### src/rtl/noc_rx_endpoint.sv
// NoC receive endpoint: header/payload deframer with destination filter,
// first-word-fall-through payload FIFO and ACK/NAK response channel.
module noc_rx_endpoint #(
  parameter int unsigned DW    = 8,
  parameter int unsigned DEPTH = 16,
  parameter int unsigned MY_ID = 0,
  localparam int unsigned LW   = DW / 2,
  localparam int unsigned CW   = $clog2(DEPTH) + 1
) (
  input  logic          clk,
  input  logic          rst,
  input  logic          CmdW,
  input  logic [DW-1:0] DataW,
  output logic          CmdR,
  output logic [DW-1:0] DataR,
  output logic          NakR,
  output logic          out_valid,
  input  logic          out_ready,
  output logic [DW-1:0] out_data,
  output logic          out_last,
  output logic [CW-1:0] level,
  output logic          frame_err,
  output logic [7:0]    drop_cnt
);

  localparam int unsigned AW = $clog2(DEPTH);
  localparam logic [LW-1:0] ID = LW'(MY_ID);

  typedef enum logic [1:0] {
    IDLE,
    PAYLOAD,
    DISCARD
  } state_e;

  state_e        state_q;
  logic [LW-1:0] cnt_q;
  logic [LW-1:0] len_q;
  logic          nak_q;
  logic          cmdr_q;
  logic [DW-1:0] datar_q;
  logic          nakr_q;
  logic          ferr_q;
  logic [7:0]    drop_q;

  logic [DW:0]   mem_q [DEPTH];
  logic [AW-1:0] wptr_q;
  logic [AW-1:0] rptr_q;
  logic [CW-1:0] level_q;

  logic [LW-1:0] hdr_dest;
  logic [LW-1:0] hdr_len;
  logic [CW-1:0] free;
  logic          fits;
  logic          push;
  logic          pop;
  logic [DW:0]   head;

  assign hdr_dest = DataW[DW-1:LW];
  assign hdr_len  = DataW[LW-1:0];
  // Reservation uses the pre-edge level; a pop in this cycle is ignored.
  assign free     = CW'(DEPTH) - level_q;
  assign fits     = (32'(hdr_len) <= 32'(free));
  assign push     = (state_q == PAYLOAD);
  assign pop      = out_valid & out_ready;
  assign head     = mem_q[rptr_q];

  assign out_valid = (level_q != '0);
  assign out_data  = out_valid ? head[DW-1:0] : '0;
  assign out_last  = out_valid & head[DW];
  assign level     = level_q;
  assign CmdR      = cmdr_q;
  assign DataR     = datar_q;
  assign NakR      = nakr_q;
  assign frame_err = ferr_q;
  assign drop_cnt  = drop_q;

  // Deframing FSM with registered response and status outputs.
  always_ff @(posedge clk or negedge rst) begin
    if (!rst) begin
      state_q <= IDLE;
      cnt_q   <= '0;
      len_q   <= '0;
      nak_q   <= 1'b0;
      cmdr_q  <= 1'b0;
      datar_q <= '0;
      nakr_q  <= 1'b0;
      ferr_q  <= 1'b0;
      drop_q  <= '0;
    end else begin
      cmdr_q <= 1'b0;
      unique case (state_q)
        IDLE: begin
          if (CmdW) begin
            len_q <= hdr_len;
            cnt_q <= hdr_len;
            if (hdr_dest != ID) begin
              nak_q <= 1'b0;
              if (hdr_len != '0) state_q <= DISCARD;
            end else if (hdr_len == '0) begin
              cmdr_q  <= 1'b1;
              datar_q <= {ID, hdr_len};
              nakr_q  <= 1'b0;
            end else if (fits) begin
              state_q <= PAYLOAD;
            end else begin
              nak_q   <= 1'b1;
              state_q <= DISCARD;
              if (drop_q != 8'hFF) drop_q <= drop_q + 8'd1;
            end
          end
        end
        PAYLOAD: begin
          cnt_q <= cnt_q - LW'(1);
          if (CmdW) ferr_q <= 1'b1;
          if (cnt_q == LW'(1)) begin
            state_q <= IDLE;
            cmdr_q  <= 1'b1;
            datar_q <= {ID, len_q};
            nakr_q  <= 1'b0;
          end
        end
        DISCARD: begin
          cnt_q <= cnt_q - LW'(1);
          if (CmdW) ferr_q <= 1'b1;
          if (cnt_q == LW'(1)) begin
            state_q <= IDLE;
            nak_q   <= 1'b0;
            if (nak_q) begin
              cmdr_q  <= 1'b1;
              datar_q <= {ID, len_q};
              nakr_q  <= 1'b1;
            end
          end
        end
        default: state_q <= IDLE;
      endcase
    end
  end

  // FIFO storage; no reset needed since empty entries are masked.
  always_ff @(posedge clk) begin
    if (push) mem_q[wptr_q] <= {cnt_q == LW'(1), DataW};
  end

  // FIFO pointers and occupancy.
  always_ff @(posedge clk or negedge rst) begin
    if (!rst) begin
      wptr_q  <= '0;
      rptr_q  <= '0;
      level_q <= '0;
    end else begin
      if (push) wptr_q <= wptr_q + AW'(1);
      if (pop)  rptr_q <= rptr_q + AW'(1);
      unique case ({push, pop})
        2'b10:   level_q <= level_q + CW'(1);
        2'b01:   level_q <= level_q - CW'(1);
        default: level_q <= level_q;
      endcase
    end
  end

endmodule

### config.mk
export PLATFORM = sky130hd
export DESIGN_NAME = noc_rx_endpoint
export DESIGN_NICKNAME = d
export VERILOG_FILES = /design/src/rtl/noc_rx_endpoint.sv
export SDC_FILE = /design/constraint.sdc
export NUM_CORES = 1
export LEC_CHECK = 0
export ABC_AREA = 1
export CAP_MARGIN = 25
export CORE_MARGIN = 5
export CORE_UTILIZATION = 25
export CTS_BUF_LIST = sky130_fd_sc_hd__clkbuf_2
export DETAILED_ROUTE_END_ITERATION = 16
export PLACE_DENSITY = 0.45
export SLEW_MARGIN = 25
export SYNTH_ARGS = -nofsm -noshare
export SYNTH_HDL_FRONTEND = slang
export SYNTH_SLANG_ARGS = --single-unit
### constraint.sdc
create_clock -name clk -period 3.19 [get_ports clk]
set_clock_uncertainty 0.1 [all_clocks]
set_input_delay 0.957 -clock clk [delete_from_list [all_inputs] [get_ports clk]]
set_output_delay 0.957 -clock clk [all_outputs]
set_load 0.02 [all_outputs]
# Yosys cells after proc, flatten, opt, wreduce, memory -nomap -nowiden
# Memories as Yosys holds them, arrays and structs flattened.
# Index checks and enable logic that the tools add are counted.
# word_totals
mem_bits_rw	144
out_inout_bits	34
mem_count	1
regBits	43
# memory_table
name	depth	word_bits	read_ports	rd_clocked_by_memory_dff	write_ports	line_no	rtl
mem_q	16	9	1	0	1	45	logic [DW:0] mem_q [DEPTH];
# op_classes
muxes	39
reduce_logical	17
n_eq_ne	16
add_sub_neg	7
magnitude_cmp	1
n_bitwise	5
# ops
cell	count
8-bit two-way mux	7
8-bit case mux with 3 select lines	1
1-bit two-way mux	18
2-bit two-way mux	6
2-bit inequality test, second input constant	5
5-bit case mux with 2 select lines	1
3-bit inequality test, second input constant	3
4-bit by 1-bit adder with 4-bit output, second input constant	2
8-bit by 1-bit adder with 8-bit output, second input constant	1
8-bit inequality test, second input constant	1
4-bit case mux with 2 select lines	1
4-bit nonzero test	2
7-bit AND reduction	1
1-bit case mux with 3 select lines	2
2-bit AND reduction	3
6-bit AND reduction	1
2-bit nonzero test	3
5-bit by 1-bit adder with 5-bit output, second input constant	1
4-bit by 5-bit less-or-equal comparator with 1-bit output	1
5-bit AND reduction	1
5-bit nonzero test	1
5-bit by 1-bit subtractor with 5-bit output, second input constant	1
5-bit subtractor, first input constant	1
2-bit by 1-bit == test with 1-bit output, second input constant	2
other kinds (14)	19

# Logic depth before layout (Yosys ltp)
# depth
word_depth	7
mapped_depth	19

# Worst setup path before layout
# Ideal clock, no wire load.
# synth_timing
path_type	register -> register
start	register level_q[0] (netlist: level[0])
end	register level_q[4] (netlist: level[4])
path_buffers	1
stages_incl_launch_ff	20
slack_ps	185
arrival_ps	2788
cell_sequence	dfrtp_1 -> inv_1 -> ha_1 -> nand2_1 -> nor2_1 -> ha_1 -> buf_2 -> inv_1 -> nand2_1 -> inv_1 -> ha_1 -> inv_1 -> fa_1 -> inv_1 -> nand2_1 -> nand2_1 -> a21oi_1 -> xor2_1 -> nand2_1 -> nand2_1
# synth_between
elab_chain_len	4
word_cells_on_any_way	8
cone_classes	2 x add/sub; 2 x eq/ne; 1 x mux; 1 x bitwise; 2 x reduce/logical
# synth_rtl
item	line_no	rtl
start: declaration	48	logic [CW-1:0] level_q;
start signal: assignment	155	2'b10: level_q <= level_q + CW'(1);
start signal: assignment	156	2'b01: level_q <= level_q - CW'(1);
start signal: assignment	157	default: level_q <= level_q;
5-bit nonzero test *	67	assign out_valid = (level_q != '0);
named net out_valid	17	output logic out_valid,
1-bit bitwise AND *	64	assign pop = out_valid & out_ready;
named net pop	55	logic pop;
2-bit by 1-bit == test with 1-bit output / 2-bit == test (equally long branches)	154	unique case ({push, pop})
5-bit case mux with 2 select lines / 2-bit nonzero test (equally long branches)	--	
# Mark *: on every way through the listed nets, which the timed path passes. The rest lies on a longest branch.
# A chain may end at the register's enable or synchronous reset.

# Worst setup path in the final report
# layout_timing
start	register rptr_q[0]
end	output out_last
# layout_between
elab_chain_len	2
# layout_rtl
item	line_no	rtl
start: declaration	47	logic [AW-1:0] rptr_q;
start signal: assignment	153	if (pop) rptr_q <= rptr_q + AW'(1);
memory read 16 x 9 bit	--	
1-bit bitwise AND	69	assign out_last = out_valid & head[DW];
end: declaration	20	output logic out_last,
# No other way between the ends.

==> results.py <==
metrics = {
    "timing": {
        "post-route-period-util": 1.098,
        "rsz0062_at_grt": "yes",
        "drv_slew": 0,
        "setup_tns_ps": -2261,
        "setup_viol": 9,
        "fmax_ghz": 0.2856,
        "setup_ws_ps": -312.0,
        "period_needed_ps": 3502,
        "worst_slew_pin_slew_ps": 686.3,
        "holdWs_ps": 390.5,
        "timing.final.hold_violations": 0,
        "slew_headroom": 0.5420,
    },
    "critical_path": {
        "worstPathRequired_ps": 2130,
        "crit_buf_inv": 5,
        "crit_family": "buffers and inverters",
        "path_class": "reg2out",
        "arrival_ps": 2440,
        "cp_cell_sequence": "clkinv_4 > buf_12 > buf_16 > nand2_2 > nand3_2 > nand3_2 > nand3_2 > a21oi_2 > buf_4 > buf_6",
        "max_stage_delay_ps": 530,
        "slowest_stage": "dfrtp_2",
        "cp-start-kind": "register",
        "cp-end-kind": "primary output",
        "crit_fanout": 8,
        "critPathMostFrequentCell": "nand3_2",
    },
    "place": {
        "hpwl_um": 14880,
        "gp_congestion": 0.7733,
        "place.port_buffers": 41,
        "place_area_um2": 9827,
    },
    "yosys": {
        "syn_avg_cell_area_um2": 9.788,
        "async_reset_ff_frac": 0.2131,
        "syn_inst": 869,
        "synth_edf_count": 144,
        "syn_area_um2": 8506,
        "synth_top_area_share": 0.5084,
        "yosysSeqAreaShare": 0.6231,
        "ys_seq_elements": 183,
        "synth.top_cells.by_area": "edfxtp_1, nand2_1, dfrtp_1",
        "yosys_warnings": 0,
        "yosysTopAreaCell": "edfxtp_1",
        "ys_types": 33,
        "ys.flop_type": "edfxtp_1",
    },
    "cts": {
        "clockBufferDepth": 2,
        "cts_inserted_buffers": 17,
        "clk_latency_ps": 770,
        "cts_tree": "yes",
        "clk_pin_slew_ps": 320,
        "h-tree-depth": 4,
        "cts_sinks": 183,
        "cts_root_buf": "clkbuf_2",
    },
    "hold_path": {
        "hold_class": "reg2reg",
    },
    "status": {
        "status": "finished, violations left",
        "failed_checks": "negative setup slack",
    },
    "route": {
        "wire_per_inst_um": 16.21,
        "drt-total-wl_um": 23400,
        "drc": 0,
        "antenna_left": 0,
        "drt_iter0_drc": 332,
        "via_count": 6163,
        "detail_route.vias_per_cell": 4.271,
        "dr.pass1.iters": 5,
    },
    "grt": {
        "grt_remaining_overflow": 0,
        "grt_pass1_vias": 6123,
        "track_usage": 0.1254,
        "grt_pass1_wl_um": 36540,
        "antenna_found_initial": 1,
        "grt_max_degree": 40,
    },
    "final_layout": {
        "drive_above_1_share": 0.2167,
        "nets": 1014,
        "layout-area-overhead-vs-synth_pct": 27.63,
        "final_cell_mix": "nand2_1, edfxtp_1, inv_1",
        "final_common_cell": "nand2_1",
        "fill_cells": 3475,
        "final_cell_area_um2": 10860,
    },
    "pwr": {
        "irDropWorstVdd_mv": 0.4579,
        "p_total_mw": 9.108,
        "power.density_nw_per_um2": 839.0,
        "leakagePower_nw": 4.636,
    },
    "floorplanning": {
        "fp.dieH_um": 194.5,
        "core-area_um2": 33530,
        "io_pins": 46,
        "die_area_um2": 37810,
        "rows": 67,
        "initial_core_util": 0.2537,
        "die_w_um": 194.5,
    },
    "flow_run": {
        "drv_cap": 0,
    },
}
[through the flow]
stage,util,worst slack (ps),std cells
after global placement,0.2931,1.596,1387
after detailed placement,0.2931,15.97,1387
final,0.3237,-312.0,1443
after CTS,0.3169,-364.8,1434
after global routing,0.3237,-516.4,1443
after floorplan,-,185.3,872
[final cells by class]
class                           count  area, um2  area share
Timing Repair Buffer              121       1294      0.1192
Multi-Input combinational cell    542       2973      0.2739
Antenna cell                        3      7.507   0.0006916
Sequential cell                   183       5303      0.4885
Inverter                          114      435.4     0.04011
Tap cell                          448      560.5     0.05164
Clock buffer                       17      85.08    0.007838
Clock inverter                     15      197.7     0.01821
[report_power, final]
| part | internal, mW | total (mW) | switching, mW |
|---|---|---|---|
| combinational | 2.06 | 4.82 | 2.76 |
| sequential | 2.79 | 2.96 | 0.170 |
| clock | 0.349 | 1.33 | 0.977 |
| total | 5.20 | 9.11 | 3.91 |
[kinds of logic after synthesis]
logic type / share of synthesized area
AO/OA/AOI/OAI: 0.03016
XOR/XNOR: 0.01751
adder cells (fa/ha/maj): 0.03472
buffers and inverters: 0.07090
flip-flops: 0.6231
multiplexers: 0.003971
other: 0.0004409
AND/OR/NAND/NOR: 0.2192
[cells in the mapped netlist (3+ instances only)]
master      n
a21oi_1    13
buf_2      17
buf_4       6
clkbuf_1    7
dfrtp_1    39
edfxtp_1  144
ha_1       22
inv_1     109
inv_2       3
mux2_2      3
nand2_1   274
nand3_1   108
nand4_1     3
nor2_1     53
nor2_4      4
o21ai_0    27
xnor2_1     3
xor2_1     14
[layer usage]
metal	GRT usage	vias to the layer above	wire length [um]	part of all wire
li1	-	3043	-	-
met1	0.1781	2993	11460	0.49
met2	0.1987	104	10870	0.46
met3	0.02389	23	761	0.033
met4	0.03073	0	304	0.013
met5	0	-	0	0
[timing repair]
action | in CTS | in global routing
endpoints found under the hold margin | 0 | 1
hold buffers | 0 | 1
setup buffers | 8 | 6
gates resized for setup | 125 | 45
cloned | 7 | 0
endpoints found under the setup margin | 11 | 12
pin swaps | 16 | 29
[flip-flops by register name, summed over array words and instances, names as in the netlist]
signal / cells
frame_err: 1
cnt_q: 4
nak_q: 1
DataR: 4
len_q: 4
NakR: 1
state_q: 2
wptr_q: 4
level: 5
CmdR: 1
mem_q: 144
rptr_q: 4
drop_cnt: 8
[final timing paths]
path                                           end  cells after the start  slack, ps                   from
setup / recovery                          out_last                     10       -310  rptr_q[0]$_DFFE_PN0P_
hold / removal               frame_err$_DFFE_PN0P_                      1        390  frame_err$_DFFE_PN0P_
setup reg to reg              level[4]$_DFFE_PN0P_                     19        420   level[1]$_DFFE_PN0P_
hold reg to reg              frame_err$_DFFE_PN0P_                      1        390  frame_err$_DFFE_PN0P_
max in group asynchronous     cnt_q[2]$_DFFE_PN0P_                      3       1940                    rst
min in group asynchronous  drop_cnt[3]$_DFFE_PN0P_                      3        620                    rst
No activity file was read; power rests on OpenSTA's default activity.
